**config.mk**
```make
export PLATFORM = sky130hd
export DESIGN_NAME = hazard_ctrl_flat
export DESIGN_NICKNAME = d
export VERILOG_FILES = /design/src/rtl/hazard_ctrl_if.sv /design/src/rtl/hazard_ctrl.sv /design/src/flat_wrapper.sv
export SDC_FILE = /design/constraint.sdc
export NUM_CORES = 1
export LEC_CHECK = 0
export ABC_AREA = 0
export CAP_MARGIN = 20
export CORE_MARGIN = 4
export CORE_UTILIZATION = 50
export CTS_BUF_LIST = sky130_fd_sc_hd__clkbuf_8 sky130_fd_sc_hd__clkbuf_16
export CTS_CLUSTER_DIAMETER = 100
export CTS_CLUSTER_SIZE = 28
export DETAILED_ROUTE_END_ITERATION = 8
export MAX_ROUTING_LAYER = met4
export PLACE_DENSITY = 0.85
export REMOVE_ABC_BUFFERS = 1
export SETUP_SLACK_MARGIN = 0.5
export SYNTH_ARGS = -nofsm -noshare
export SYNTH_HDL_FRONTEND = slang
export SYNTH_SLANG_ARGS = --single-unit
```
**constraint.sdc**
```tcl
create_clock -name clk -period 3.1 [get_ports clk]
set_input_delay 0.62 -clock clk [delete_from_list [all_inputs] [get_ports clk]]
set_output_delay 0.62 -clock clk [all_outputs]
set_load 0.005 [all_outputs]
```
**src/rtl/hazard_ctrl_if.sv**
```systemverilog
// Hazard controller bundle: ID/EX operand and opcode information in, pipeline
// hold/flush/bubble controls plus debug state and performance counters out.
interface hazard_ctrl_if #(
  parameter int XREG_ADDRWIDTH = 5,
  parameter int CNT_WIDTH      = 32
);
  logic [XREG_ADDRWIDTH-1:0] id_rs1_addr;
  logic                      id_rs1_used;
  logic [XREG_ADDRWIDTH-1:0] id_rs2_addr;
  logic                      id_rs2_used;
  logic [6:0]                ex_opcode;
  logic                      ex_rd_en;
  logic [XREG_ADDRWIDTH-1:0] ex_rd_addr;
  logic                      ex_branch_taken;
  logic                      ex_mc_start;
  logic                      ex_mc_done;
  logic                      pc_hold;
  logic                      if_id_hold;
  logic                      if_id_flush;
  logic                      load_hazerd;
  logic                      flush_flag;
  logic                      ex_bubble;
  logic [1:0]                state_out;
  logic [CNT_WIDTH-1:0]      stall_cnt;
  logic [CNT_WIDTH-1:0]      flush_cnt;

  modport master (
    output id_rs1_addr, id_rs1_used, id_rs2_addr, id_rs2_used,
    output ex_opcode, ex_rd_en, ex_rd_addr, ex_branch_taken, ex_mc_start, ex_mc_done,
    input  pc_hold, if_id_hold, if_id_flush, load_hazerd, flush_flag, ex_bubble,
    input  state_out, stall_cnt, flush_cnt
  );

  modport slave (
    input  id_rs1_addr, id_rs1_used, id_rs2_addr, id_rs2_used,
    input  ex_opcode, ex_rd_en, ex_rd_addr, ex_branch_taken, ex_mc_start, ex_mc_done,
    output pc_hold, if_id_hold, if_id_flush, load_hazerd, flush_flag, ex_bubble,
    output state_out, stall_cnt, flush_cnt
  );
endinterface

```
**src/rtl/hazard_ctrl.sv**
```systemverilog
// Pipeline hazard/flush controller: load-use stalls, multi-cycle EX waits and
// branch flushes, with saturating stall/flush cycle counters.
module hazard_ctrl #(
  parameter int         XREG_ADDRWIDTH = 5,
  parameter logic [6:0] LOAD_OPCODE    = 7'b0000011,
  parameter int         CNT_WIDTH      = 32
) (
  input  logic          clk,
  input  logic          rst,
  hazard_ctrl_if.slave  io_hz
);

  typedef enum logic [1:0] {
    ST_RUN        = 2'd0,
    ST_LOAD_STALL = 2'd1,
    ST_MC_WAIT    = 2'd2,
    ST_ILLEGAL    = 2'd3
  } state_t;

  localparam logic [CNT_WIDTH-1:0]      CNT_ONE  = {{(CNT_WIDTH-1){1'b0}}, 1'b1};
  localparam logic [CNT_WIDTH-1:0]      CNT_MAX  = {CNT_WIDTH{1'b1}};
  localparam logic [XREG_ADDRWIDTH-1:0] REG_ZERO = {XREG_ADDRWIDTH{1'b0}};

  state_t               r_state;
  state_t               w_next;
  logic [CNT_WIDTH-1:0] r_stall_cnt;
  logic [CNT_WIDTH-1:0] r_flush_cnt;
  logic                 w_load_use;
  logic                 w_pc_hold;
  logic                 w_if_id_hold;
  logic                 w_if_id_flush;
  logic                 w_load_hazerd;
  logic                 w_flush_flag;
  logic                 w_ex_bubble;

  assign w_load_use = (io_hz.ex_opcode == LOAD_OPCODE) & io_hz.ex_rd_en &
                      (io_hz.ex_rd_addr != REG_ZERO) &
                      ((io_hz.id_rs1_used & (io_hz.id_rs1_addr == io_hz.ex_rd_addr)) |
                       (io_hz.id_rs2_used & (io_hz.id_rs2_addr == io_hz.ex_rd_addr)));

  // Zero-latency control decode; reset forces every control low.
  always_comb begin
    w_next        = r_state;
    w_pc_hold     = 1'b0;
    w_if_id_hold  = 1'b0;
    w_if_id_flush = 1'b0;
    w_load_hazerd = 1'b0;
    w_flush_flag  = 1'b0;
    w_ex_bubble   = 1'b0;
    if (rst) begin
      w_next = ST_RUN;
    end else begin
      case (r_state)
        ST_RUN: begin
          if (io_hz.ex_branch_taken) begin
            w_flush_flag  = 1'b1;
            w_if_id_flush = 1'b1;
            w_next        = ST_RUN;
          end else if (io_hz.ex_mc_start) begin
            // A start with done in the same cycle is a single-cycle op.
            if (io_hz.ex_mc_done) begin
              w_next = ST_RUN;
            end else begin
              w_load_hazerd = 1'b1;
              w_pc_hold     = 1'b1;
              w_if_id_hold  = 1'b1;
              w_ex_bubble   = 1'b1;
              w_next        = ST_MC_WAIT;
            end
          end else if (w_load_use) begin
            w_load_hazerd = 1'b1;
            w_pc_hold     = 1'b1;
            w_if_id_hold  = 1'b1;
            w_next        = ST_LOAD_STALL;
          end else begin
            w_next = ST_RUN;
          end
        end
        ST_LOAD_STALL: begin
          // The held load is still visible in EX; drop the duplicate.
          w_ex_bubble = 1'b1;
          w_next      = ST_RUN;
        end
        ST_MC_WAIT: begin
          if (io_hz.ex_mc_done) begin
            w_next = ST_RUN;
          end else begin
            w_load_hazerd = 1'b1;
            w_pc_hold     = 1'b1;
            w_if_id_hold  = 1'b1;
            w_ex_bubble   = 1'b1;
            w_next        = ST_MC_WAIT;
          end
        end
        default: begin
          w_next = ST_RUN;
        end
      endcase
    end
  end

  // FSM state and saturating performance counters.
  always_ff @(posedge clk or posedge rst) begin
    if (rst) begin
      r_state     <= ST_RUN;
      r_stall_cnt <= {CNT_WIDTH{1'b0}};
      r_flush_cnt <= {CNT_WIDTH{1'b0}};
    end else begin
      r_state <= w_next;
      if (w_load_hazerd && (r_stall_cnt != CNT_MAX)) begin
        r_stall_cnt <= r_stall_cnt + CNT_ONE;
      end else begin
        r_stall_cnt <= r_stall_cnt;
      end
      if (w_flush_flag && (r_flush_cnt != CNT_MAX)) begin
        r_flush_cnt <= r_flush_cnt + CNT_ONE;
      end else begin
        r_flush_cnt <= r_flush_cnt;
      end
    end
  end

  assign io_hz.pc_hold     = w_pc_hold;
  assign io_hz.if_id_hold  = w_if_id_hold;
  assign io_hz.if_id_flush = w_if_id_flush;
  assign io_hz.load_hazerd = w_load_hazerd;
  assign io_hz.flush_flag  = w_flush_flag;
  assign io_hz.ex_bubble   = w_ex_bubble;
  assign io_hz.state_out   = r_state;
  assign io_hz.stall_cnt   = r_stall_cnt;
  assign io_hz.flush_cnt   = r_flush_cnt;

endmodule

```
**src/flat_wrapper.sv**
```systemverilog
// flat-port wrapper written by rule: the top's interface ports become plain ports
module hazard_ctrl_flat 
#(
  parameter int         XREG_ADDRWIDTH = 5,
  parameter logic [6:0] LOAD_OPCODE    = 7'b0000011,
  parameter int         CNT_WIDTH      = 32
)
  (clk, rst, io_hz_id_rs1_addr, io_hz_id_rs1_used, io_hz_id_rs2_addr, io_hz_id_rs2_used, io_hz_ex_opcode, io_hz_ex_rd_en, io_hz_ex_rd_addr, io_hz_ex_branch_taken, io_hz_ex_mc_start, io_hz_ex_mc_done, io_hz_pc_hold, io_hz_if_id_hold, io_hz_if_id_flush, io_hz_load_hazerd, io_hz_flush_flag, io_hz_ex_bubble, io_hz_state_out, io_hz_stall_cnt, io_hz_flush_cnt);
  hazard_ctrl_if #(.XREG_ADDRWIDTH(XREG_ADDRWIDTH), .CNT_WIDTH(CNT_WIDTH)) io_hz_i ();
  input  logic clk;
  input  logic rst;
  input wire logic [$bits(io_hz_i.id_rs1_addr)-1:0] io_hz_id_rs1_addr;
  input wire logic [$bits(io_hz_i.id_rs1_used)-1:0] io_hz_id_rs1_used;
  input wire logic [$bits(io_hz_i.id_rs2_addr)-1:0] io_hz_id_rs2_addr;
  input wire logic [$bits(io_hz_i.id_rs2_used)-1:0] io_hz_id_rs2_used;
  input wire logic [$bits(io_hz_i.ex_opcode)-1:0] io_hz_ex_opcode;
  input wire logic [$bits(io_hz_i.ex_rd_en)-1:0] io_hz_ex_rd_en;
  input wire logic [$bits(io_hz_i.ex_rd_addr)-1:0] io_hz_ex_rd_addr;
  input wire logic [$bits(io_hz_i.ex_branch_taken)-1:0] io_hz_ex_branch_taken;
  input wire logic [$bits(io_hz_i.ex_mc_start)-1:0] io_hz_ex_mc_start;
  input wire logic [$bits(io_hz_i.ex_mc_done)-1:0] io_hz_ex_mc_done;
  output wire logic [$bits(io_hz_i.pc_hold)-1:0] io_hz_pc_hold;
  output wire logic [$bits(io_hz_i.if_id_hold)-1:0] io_hz_if_id_hold;
  output wire logic [$bits(io_hz_i.if_id_flush)-1:0] io_hz_if_id_flush;
  output wire logic [$bits(io_hz_i.load_hazerd)-1:0] io_hz_load_hazerd;
  output wire logic [$bits(io_hz_i.flush_flag)-1:0] io_hz_flush_flag;
  output wire logic [$bits(io_hz_i.ex_bubble)-1:0] io_hz_ex_bubble;
  output wire logic [$bits(io_hz_i.state_out)-1:0] io_hz_state_out;
  output wire logic [$bits(io_hz_i.stall_cnt)-1:0] io_hz_stall_cnt;
  output wire logic [$bits(io_hz_i.flush_cnt)-1:0] io_hz_flush_cnt;
  assign io_hz_i.id_rs1_addr = io_hz_id_rs1_addr;
  assign io_hz_i.id_rs1_used = io_hz_id_rs1_used;
  assign io_hz_i.id_rs2_addr = io_hz_id_rs2_addr;
  assign io_hz_i.id_rs2_used = io_hz_id_rs2_used;
  assign io_hz_i.ex_opcode = io_hz_ex_opcode;
  assign io_hz_i.ex_rd_en = io_hz_ex_rd_en;
  assign io_hz_i.ex_rd_addr = io_hz_ex_rd_addr;
  assign io_hz_i.ex_branch_taken = io_hz_ex_branch_taken;
  assign io_hz_i.ex_mc_start = io_hz_ex_mc_start;
  assign io_hz_i.ex_mc_done = io_hz_ex_mc_done;
  assign io_hz_pc_hold = io_hz_i.pc_hold;
  assign io_hz_if_id_hold = io_hz_i.if_id_hold;
  assign io_hz_if_id_flush = io_hz_i.if_id_flush;
  assign io_hz_load_hazerd = io_hz_i.load_hazerd;
  assign io_hz_flush_flag = io_hz_i.flush_flag;
  assign io_hz_ex_bubble = io_hz_i.ex_bubble;
  assign io_hz_state_out = io_hz_i.state_out;
  assign io_hz_stall_cnt = io_hz_i.stall_cnt;
  assign io_hz_flush_cnt = io_hz_i.flush_cnt;
  hazard_ctrl #(.XREG_ADDRWIDTH(XREG_ADDRWIDTH), .LOAD_OPCODE(LOAD_OPCODE), .CNT_WIDTH(CNT_WIDTH)) u_core (.clk(clk), .rst(rst), .io_hz(io_hz_i));
endmodule
```
==> results of run 1 <==
==> kinds of logic after synthesis <==
family | count (synthesis) | share of synthesized area, %
fa+ha+maj | 2 | 0.748
xor+xnor | 72 | 18.8
buf+inv | 17 | 2.84
compound gates | 7 | 1.72
mux | 3 | 1.01
flops | 66 | 49.3
simple gates | 149 | 25.5
==> final timing paths <==
check                      cells after the start  slack, ns                          to                        from
min in group asynchronous                      3       0.83   u_core.io_hz.flush_cnt[0]                         rst
max in group asynchronous                      4       1.67  u_core.io_hz.flush_cnt[18]                         rst
setup reg to reg                               6       0.67   u_core.io_hz.stall_cnt[1]   u_core.io_hz.stall_cnt[2]
setup / recovery                               6       0.58           io_hz_load_hazerd                         rst
hold / removal                                 1       0.50  u_core.io_hz.flush_cnt[19]  u_core.io_hz.flush_cnt[19]
hold reg to reg                                1       0.50  u_core.io_hz.flush_cnt[19]  u_core.io_hz.flush_cnt[19]
==> report_power, final <==
| group | switching, W | leakage [nW] | total [W] | internal [W] |
|---|---|---|---|---|
| logic | 0.000142 | 1.05 | 0.000360 | 0.000218 |
| clock network | 0.000332 | 0.116 | 0.000802 | 0.000469 |
| registers | 0.0000886 | 0.890 | 0.00101 | 0.000924 |
| total | 0.000563 | 2.06 | 0.00217 | 0.00161 |
==> stage by stage <==
stage	instances	power, W	util (%)
floorplan	306	0.00115	-
global placement	490	0.00137	69.2
detailed placement	490	0.00139	69.2
CTS	509	0.00219	73.4
global route	509	0.00226	74.1
finish	509	0.00217	74.1
==> registers in the layout, indices dropped and copies added, names as in the netlist <==
signal / count
u_core.io_hz.state_out: 2
u_core.io_hz.flush_cnt: 32
u_core.io_hz.stall_cnt: 32
==> cell type report <==
type | instances | area (um2) | area share, %
clock inverter | 6 | 80.1 | 1.68
timing repair buffer | 110 | 1110 | 23.4
inverter | 7 | 26.3 | 0.552
sequential | 66 | 1650 | 34.7
tap | 77 | 96.3 | 2.03
multi-input combinational | 233 | 1650 | 34.7
clock buffer | 10 | 138 | 2.89
==> what timing repair did <==
item	in CTS	in global routing
gates resized for setup	43	14
hold endpoints to repair	0	0
buffers inserted	3	0
endpoints found under the setup margin	32	14
pin swaps	4	16
==> cells in the final DEF, fill, tap and decap left out, types with 6 or more instances in the layout <==
| cell type | n |
|---|---|
| buf_6 | 6 |
| nand4_1 | 29 |
| inv_1 | 6 |
| clkbuf_8 | 10 |
| nand3_1 | 30 |
| and4_1 | 6 |
| nor2_1 | 13 |
| dfrtp_1 | 66 |
| buf_4 | 6 |
| nor3_1 | 10 |
| nand2_1 | 23 |
| xnor2_1 | 62 |
| dlygate4sd2_1 | 7 |
| and3_1 | 12 |
| xor2_1 | 10 |
| clkdlybuf4s50_1 | 75 |
| dlymetal6s2s_1 | 12 |
==> routing by layer <==
metal	vias up	GRT usage, %	routed length (um)
li1	1343	-	-
met1	1428	26.7	3510
met2	99	34.8	4260
met3	13	4.51	436
met4	0	7.92	125
met5	-	-	0
==> qor.txt, run 1 <==
Finished Cell Area - 4760 um2
Total GRT Usage - 21.5%
Max-slew headroom - 53.0%
DRC violations left - 0
Area contributors post-synth - dfrtp_1, xnor2_1, nand4_1, nand3_1, xor2_1
Placer Congestion - 0.840
Starting Density - 52.1%
max_cap viols - 0
CTS sink cnt - 66
Synth Flop Type - dfrtp_1
Post-DP HPWL - 5950 um
Tmin final - 2.52 ns
post-synth design cell area - 3350 um2
post-synthesis cell type count - 37
layout cell share with drive strength beyond 1 - 10.9%
#FFs+latches synth - 66
CP required - 2.48 ns
count leader, synth - dfrtp_1
Port Buffers - 101
die area - 8070 um2
crit end category - output port
delay of the slowest critical-path stage - 0.53 ns
Crit Path Max Fanout - 4
slew of the pin with the lowest slew margin - 0.698 ns
Layout Skew - 0.00661 ns
setup violators final - 0
Max clock buf depth - 2
worst setup margin - 0.582 ns
Rows - 29
Root Buffer - clkbuf_8
Num CTS Buffers - 9
Die W - 89.8 um
Worst path most repeated cell - buf_6
CP arrival - 1.90 ns
endpoints failing hold - 0
core box area - 6420 um2
dpl cell area - 4440 um2
DRT iter0 DRCs - 94
Hold WC Path Type - reg -> reg
outcome - finished clean
Clock Pin Slew Worst Setup and Hold Paths - 0.07 ns
top cell type's share of synthesized area - 49.3%
Max Slew Vio Count - 0
antenna diode instance count - 0
Routed wire per std cell - 16.3 um
RSZ-0062 raised after global routing - true
pin count of the biggest net entering global routing - 49
WL final - 8320 um
Vias - 2883
CTS tree - built
WHS - 0.496 ns
GRT overflow - 0
first-pass GRT wire length - 13900 um
CTS Hold Buffers Added - 0
pre-CTS WS - -0.277 ns
CP startpoint kind - input port
crit share post-route - 81.2%
synth cell count leaders - dfrtp_1, xnor2_1, nand3_1
Routed Antenna Nets - 0
critical path's top delay family - buffers and inverters
Yosys warnings - 0
Seq/Total Area, Yosys - 49.3%
Post-Synthesis Cells - 316
Post-synth EDFFs - 0
chip height - 89.8 um
critical-path cell list - clkdlybuf4s50_1 -> buf_4 -> nor3_2 -> a41o_2 -> buf_6 -> buf_6
boundary pin count - 102
H-tree levels - 3
CP max stage cell - clkdlybuf4s50_1
peak supply drop - 0.321 mV
Achievable Freq - 397 MHz
Clk Latency, worst-skew pair - 0.34 ns
Post-Synthesis Mean Instance Area - 10.6 um2
post-DR vias/cell - 5.66
Fillers - 440
cell area power density - 457 nW/um2
Syn-to-layout area delta - 42.1%
worst path bufs/invs - 4
Static Leak - 2.06 nW
initial antenna violation count - 0
vias in the first global route - 2897
drt pass-1 iters - 4
nets - 459
setup_tns - 0 ns
asr flop ratio synth - 100%
post-synth top area cell - dfrtp_1
kind of critical path - in -> out
No activity file was read; power rests on OpenSTA's default activity.
==> run 2, diff against run 1 <==
--- a/config.mk
+++ b/config.mk
@@ -8,13 +8,13 @@
 export ABC_AREA = 0
 export CAP_MARGIN = 20
 export CORE_MARGIN = 4
-export CORE_UTILIZATION = 50
+export CORE_UTILIZATION = 43
 export CTS_BUF_LIST = sky130_fd_sc_hd__clkbuf_8 sky130_fd_sc_hd__clkbuf_16
 export CTS_CLUSTER_DIAMETER = 100
 export CTS_CLUSTER_SIZE = 28
 export DETAILED_ROUTE_END_ITERATION = 8
 export MAX_ROUTING_LAYER = met4
-export PLACE_DENSITY = 0.85
+export PLACE_DENSITY = 0.77
 export REMOVE_ABC_BUFFERS = 1
 export SETUP_SLACK_MARGIN = 0.5
 export SYNTH_ARGS = -nofsm -noshare
==> constraint.sdc (replaced) <==
create_clock -name clk -period 2.1 [get_ports clk]
set_input_delay 0.42 -clock clk [delete_from_list [all_inputs] [get_ports clk]]
set_output_delay 0.42 -clock clk [all_outputs]
set_load 0.005 [all_outputs]
==> qor.txt, run 2 (synthesis results as in run 1) <==
FF-to-FF End - u_core.io_hz.flush_cnt[18]
Hold WC Path Type - in -> async
worst setup margin - -0.274 ns
DRT iter0 DRCs - 245
delay of the slowest critical-path stage - 0.43 ns
H-tree levels - 3
CP required - 2.35 ns
Max clock buf depth - 2
Layout Skew - 0.0131 ns
Syn-to-layout area delta - 96.5%
critical-path cell list - buf_6 -> nor4b_4 -> buf_4 -> buf_6 -> nand4_1 -> a311oi_2 -> buf_4 -> nand4_1 -> xnor2_2
Max Slew Vio Count - 0
CP max stage cell - dfrtp_2
Max-slew headroom - 50.2%
Static Leak - 3.30 nW
commonest non-fill, non-tap cells in the layout - buf_4, dfrtp_1, dlygate4sd2_1, xnor2_1, buf_6
pin count of the biggest net entering global routing - 67
CP Capture Point - u_core.io_hz.flush_cnt[18]
layout cell share with drive strength beyond 1 - 50.9%
endpoints failing hold - 0
Pint - 0.00255 W
Tmin final - 2.37 ns
slew of the pin with the lowest slew margin - 0.741 ns
max_cap viols - 0
initial antenna violation count - 0
Finished Cell Area - 6580 um2
Starting Density - 45.2%
peak supply drop - 0.439 mV
FF-to-FF path depth - 9
clock network power share - 34.2%
vias in the first global route - 3740
WHS - 0.495 ns
chip height - 96.2 um
CTS sink cnt - 66
WL final - 14900 um
outcome - complete, but fails checks
Routed wire per std cell - 22.1 um
crit share post-route - 113%
commonest non-fill, non-tap cell in the layout - buf_4
antenna diode instance count - 0
Total GRT Usage - 27.8%
Vias - 3800
Clk Latency, worst-skew pair - 0.36 ns
setup violators final - 54
cell area power density - 551 nW/um2
first-pass GRT wire length - 18900 um
die area - 9260 um2
nets - 603
Num CTS Buffers - 9
Sw Ratio - 29.8%
Port Buffers - 101
GRT overflow - 0
Seq pwr share - 40.0%
Clock Pin Slew Worst Setup and Hold Paths - 0.08 ns
Post-DP HPWL - 6650 um
CP arrival - 2.62 ns
RSZ-0062 raised after global routing - true
Placer Congestion - 0.819
RR Startpoint - u_core.io_hz.state_out[1]
drt pass-1 iters - 5
Logic pwr share - 25.7%
total power - 0.00363 W
boundary pin count - 102
Achievable Freq - 421 MHz
DRC violations left - 0
critical path's top delay family - simple AND/OR/NAND/NOR gates
CTS Hold Buffers Added - 0
P_sw - 0.00108 W
failing checks - negative setup slack
Rows - 31
dpl cell area - 4840 um2
CTS tree - built
Routed Antenna Nets - 0
CP Depth - 9
crit end category - register
Crit Path Max Fanout - 4
post-DR vias/cell - 5.63
R2R Setup Slk - -0.27 ns
worst path bufs/invs - 4
Critical Path Source - u_core.io_hz.state_out[1]
kind of critical path - reg -> reg
core box area - 7410 um2
Die W - 96.2 um
Root Buffer - clkbuf_8
CP startpoint kind - register
## run 2: cell count changes in the layout (fill, tap and decap cells not counted), sizes merged
cell,before,now
dlygate4sd2,7,47
clkdlybuf4s50,75,8
clkinvlp,0,2
clkbuf,10,24
buf,15,164
clkdlybuf4s15,1,16
dlymetal6s2s,12,4
clkinv,4,3
## run 2: layer usage
metal / up-vias / global-route usage [%] / wire length, um
li1: 1634 / - / -
met1: 1892 / 32.1 / 5390
met2: 213 / 48.6 / 7940
met3: 61 / 4.07 / 887
met4: 0 / 10.4 / 706
met5: - / - / 0
## run 2: per-stage QoR
stage	setup WS, ns	TNS, ns	util, %	instances
floorplan	-0.374	-8.30	-	306
global placement	-0.791	-29.20	65.3	561
detailed placement	-0.847	-32.11	65.3	561
CTS	-0.145	-0.916	80.0	646
global route	-0.353	-7.72	88.8	675
finish	-0.274	-4.69	88.8	675
## run 2: worst reg2reg max path, cell delays in order (launching register included)
cell	delay [ns]
dfrtp_2	0.43
buf_6	0.14
nor4b_4	0.32
buf_4	0.18
buf_6	0.10
nand4_1	0.14
a311oi_2	0.33
buf_4	0.20
nand4_1	0.21
xnor2_2	0.22
## run 2: how the worst min path moves through the flow
stage | from | endpoint | slack, ns | depth (start not counted)
after global routing | io_hz_ex_opcode[6] | u_core.io_hz.state_out[0] | 0.50 | 4
after CTS | io_hz_ex_mc_done | u_core.io_hz.state_out[1] | 0.46 | 3
after global placement | u_core.io_hz.stall_cnt[31] | u_core.io_hz.stall_cnt[31] | 0.48 | 1
final | rst | u_core.io_hz.flush_cnt[16] | 0.50 | 4
after floorplan | u_core.io_hz.flush_cnt[6] | u_core.io_hz.flush_cnt[6] | 0.48 | 1
after detailed placement | u_core.io_hz.stall_cnt[16] | u_core.io_hz.stall_cnt[16] | 0.49 | 1
## run 2: cell type report
class / count / area, um2
clock buffers: 9 / 124
clock inverters: 7 / 93.8
fillers: 302 / 831
inverters: 7 / 26.3
multi-input cells: 233 / 2250
flip-flops and latches: 66 / 1660
well taps: 99 / 124
repair buffers: 254 / 2300
## run 2: what timing repair did
action / CTS / global route
pin swaps: 47 / 56
buffers inserted: 67 / 28
resized for setup: 221 / 128
endpoints found under the setup margin: 136 / 98
gates cloned: 2 / 1
## run 2: power groups by stage
| stage | clock network [W] | logic, W | registers [W] |
|---|---|---|---|
| 6_report | 0.00124 | 0.000934 | 0.00145 |
| 2_1_floorplan | 0 | 0.000207 | 0.00150 |
| 3_3_place_gp | 0 | 0.000611 | 0.00148 |
| 5_1_grt | 0.00129 | 0.000996 | 0.00146 |
| 3_5_place_dp | 0 | 0.000627 | 0.00148 |
| 4_1_cts | 0.00120 | 0.000758 | 0.00144 |
==> run 3, diff against run 2 <==
--- a/config.mk
+++ b/config.mk
@@ -8,14 +8,14 @@
 export ABC_AREA = 0
 export CAP_MARGIN = 20
 export CORE_MARGIN = 4
-export CORE_UTILIZATION = 43
+export CORE_UTILIZATION = 50
 export CTS_BUF_LIST = sky130_fd_sc_hd__clkbuf_8 sky130_fd_sc_hd__clkbuf_16
 export CTS_CLUSTER_DIAMETER = 100
 export CTS_CLUSTER_SIZE = 28
 export DETAILED_ROUTE_END_ITERATION = 8
+export DONT_BUFFER_PORTS = 1
 export MAX_ROUTING_LAYER = met4
-export PLACE_DENSITY = 0.77
-export REMOVE_ABC_BUFFERS = 1
+export PLACE_DENSITY = 0.68
 export SETUP_SLACK_MARGIN = 0.5
 export SYNTH_ARGS = -nofsm -noshare
 export SYNTH_HDL_FRONTEND = slang
==> qor.txt, run 3 (synthesis results as in run 1) <==
kind of critical path - reg -> reg
Vias - 2824
R2R Setup Slk - 0.03 ns
boundary pin count - 102
Logic pwr share - 18.7%
Seq pwr share - 47.4%
post-DR vias/cell - 5.82
Root Buffer - clkbuf_8
core box area - 6420 um2
DRC violations left - 0
outcome - finished clean
commonest non-fill, non-tap cell in the layout - buf_4
RR Startpoint - u_core.io_hz.stall_cnt[5]
Clk Latency, worst-skew pair - 0.34 ns
Met2 Routed Length - 4860 um
Port Buffers - 0
Fillers - 397
pin count of the biggest net entering global routing - 35
FF-to-FF path depth - 6
WL final - 9280 um
CP required - 2.33 ns
Placer Congestion - 0.866
antenna diode instance count - 0
initial antenna violation count - 0
Rows - 29
WHS - 0.160 ns
DRT iter0 DRCs - 91
P_sw - 0.000853 W
Max Slew Vio Count - 0
RSZ-0062 raised after global routing - true
Top Metal Used - met4
Static Leak - 2.24 nW
Max-slew headroom - 65.1%
drt pass-1 iters - 4
crit end category - register
peak supply drop - 0.422 mV
cell area power density - 621 nW/um2
max_cap viols - 0
CTS tree - built
vias in the first global route - 2810
Post-DP HPWL - 5730 um
commonest non-fill, non-tap cells in the layout - buf_4, dfrtp_1, xnor2_1, nand4_1, nand2_1
Achievable Freq - 483 MHz
met3 WL - 692 um
Starting Density - 52.1%
WHS Path Cells - 1
Tmin final - 2.07 ns
CP startpoint kind - register
Clock Pin Slew Worst Setup and Hold Paths - 0.07 ns
Layout Skew - 0.00823 ns
met1 wire length - 3520 um
endpoints failing hold - 0
syn_nets - 348
CP arrival - 2.29 ns
Total GRT Usage - 22.2%
layout cell share with drive strength beyond 1 - 44.4%
Hold WC Path Type - in -> reg
Syn-to-layout area delta - 46.1%
slew of the pin with the lowest slew margin - 0.519 ns
crit share post-route - 98.5%
clock network power share - 34.0%
Crit Path Max Fanout - 4
setup_tns - 0 ns
Sw Ratio - 28.1%
die area - 8070 um2
GRT overflow - 0
chip height - 89.8 um
setup violators final - 0
Num CTS Buffers - 9
worst hold endpoint - u_core.io_hz.state_out[1]
Max clock buf depth - 2
Die W - 89.8 um
FF-to-FF End - u_core.io_hz.stall_cnt[1]
Routed wire per std cell - 19.1 um
Routed Antenna Nets - 0
total power - 0.00303 W
CTS sink cnt - 66
first-pass GRT wire length - 14200 um
worst setup margin - 0.0312 ns
pre-CTS WS - 0.00934 ns
nets - 435
worst hold start - rst
H-tree levels - 3
Pint - 0.00218 W
## run 3: changes by cell type in the layout (fill, tap and decap cells not counted), sizes merged
cell / delta
buf: -81
dlygate4sd2: -47
clkdlybuf4s15: -16
clkbuf: -14
clkdlybuf4s50: -8
dlymetal6s2s: -4
bufbuf: +1
bufinv: -1
clkinv: +1
dlygate4sd3: +1
## run 3: critical path, stage by stage (launching register included)
cell	delay (ns)
dfrtp_1	0.35
and4_4	0.23
nand4_1	0.14
or3_4	0.41
or3_4	0.41
nand2_2	0.12
mux2_4	0.29
## run 3: per-layer routing
metal | vias to the layer above | track usage, %
li1 | 1298 | -
met1 | 1411 | 25.7
met2 | 97 | 35.8
met3 | 18 | 8.10
met4 | 0 | 7.92
met5 | - | -
## run 3: final cells by class
class / instances / area [um2] / area share (%)
inverters: 7 / 30.0 / 0.614
repair buffers: 86 / 797 / 16.3
clock buffers: 9 / 124 / 2.53
multi-input cells: 233 / 2130 / 43.5
clock inverters: 7 / 61.3 / 1.25
flip-flops and latches: 66 / 1650 / 33.8
well taps: 77 / 96.3 / 1.97
## run 3: how the worst max path moves through the flow
stage | from | endpoint | slack, ns | cells past startpoint
finish | u_core.io_hz.stall_cnt[5] | u_core.io_hz.stall_cnt[1] | 0.03 | 6
global route | u_core.io_hz.state_out[1] | io_hz_pc_hold | -0.02 | 5
detailed placement | io_hz_ex_opcode[2] | u_core.io_hz.stall_cnt[25] | 0.009 | 6
CTS | u_core.io_hz.state_out[1] | io_hz_pc_hold | 0.05 | 4
global placement | io_hz_ex_opcode[2] | io_hz_pc_hold | -0.003 | 5
floorplan | u_core.io_hz.stall_cnt[2] | u_core.io_hz.stall_cnt[1] | 0.03 | 6
## run 3: what timing repair did
| action | CTS | global route |
|---|---|---|
| resized for setup | 36 | 47 |
| gates cloned | 2 | 1 |
| endpoints found under the setup margin | 70 | 70 |
| endpoints found under the hold margin | 34 | 0 |
| pin swaps | 33 | 26 |
| hold buffers | 1 | 0 |
| setup buffers | 20 | 5 |
## run 3: through the flow
step           utilization, %  instance area, um2  instances
2_1_floorplan               -                3520        316
5_1_grt                  76.1                4890        485
3_3_place_gp             62.0                3980        440
4_1_cts                  70.9                4550        479
6_report                 76.1                4890        485
3_5_place_dp             62.0                3980        440
## run 3: power groups by stage
stage	sequential [W]	combinational [W]	clock (W)
global route	0.00145	0.000611	0.00112
detailed placement	0.00146	0.000518	0
finish	0.00144	0.000566	0.00103
CTS	0.00144	0.000541	0.00105
global placement	0.00146	0.000502	0
floorplan	0.00150	0.000254	0
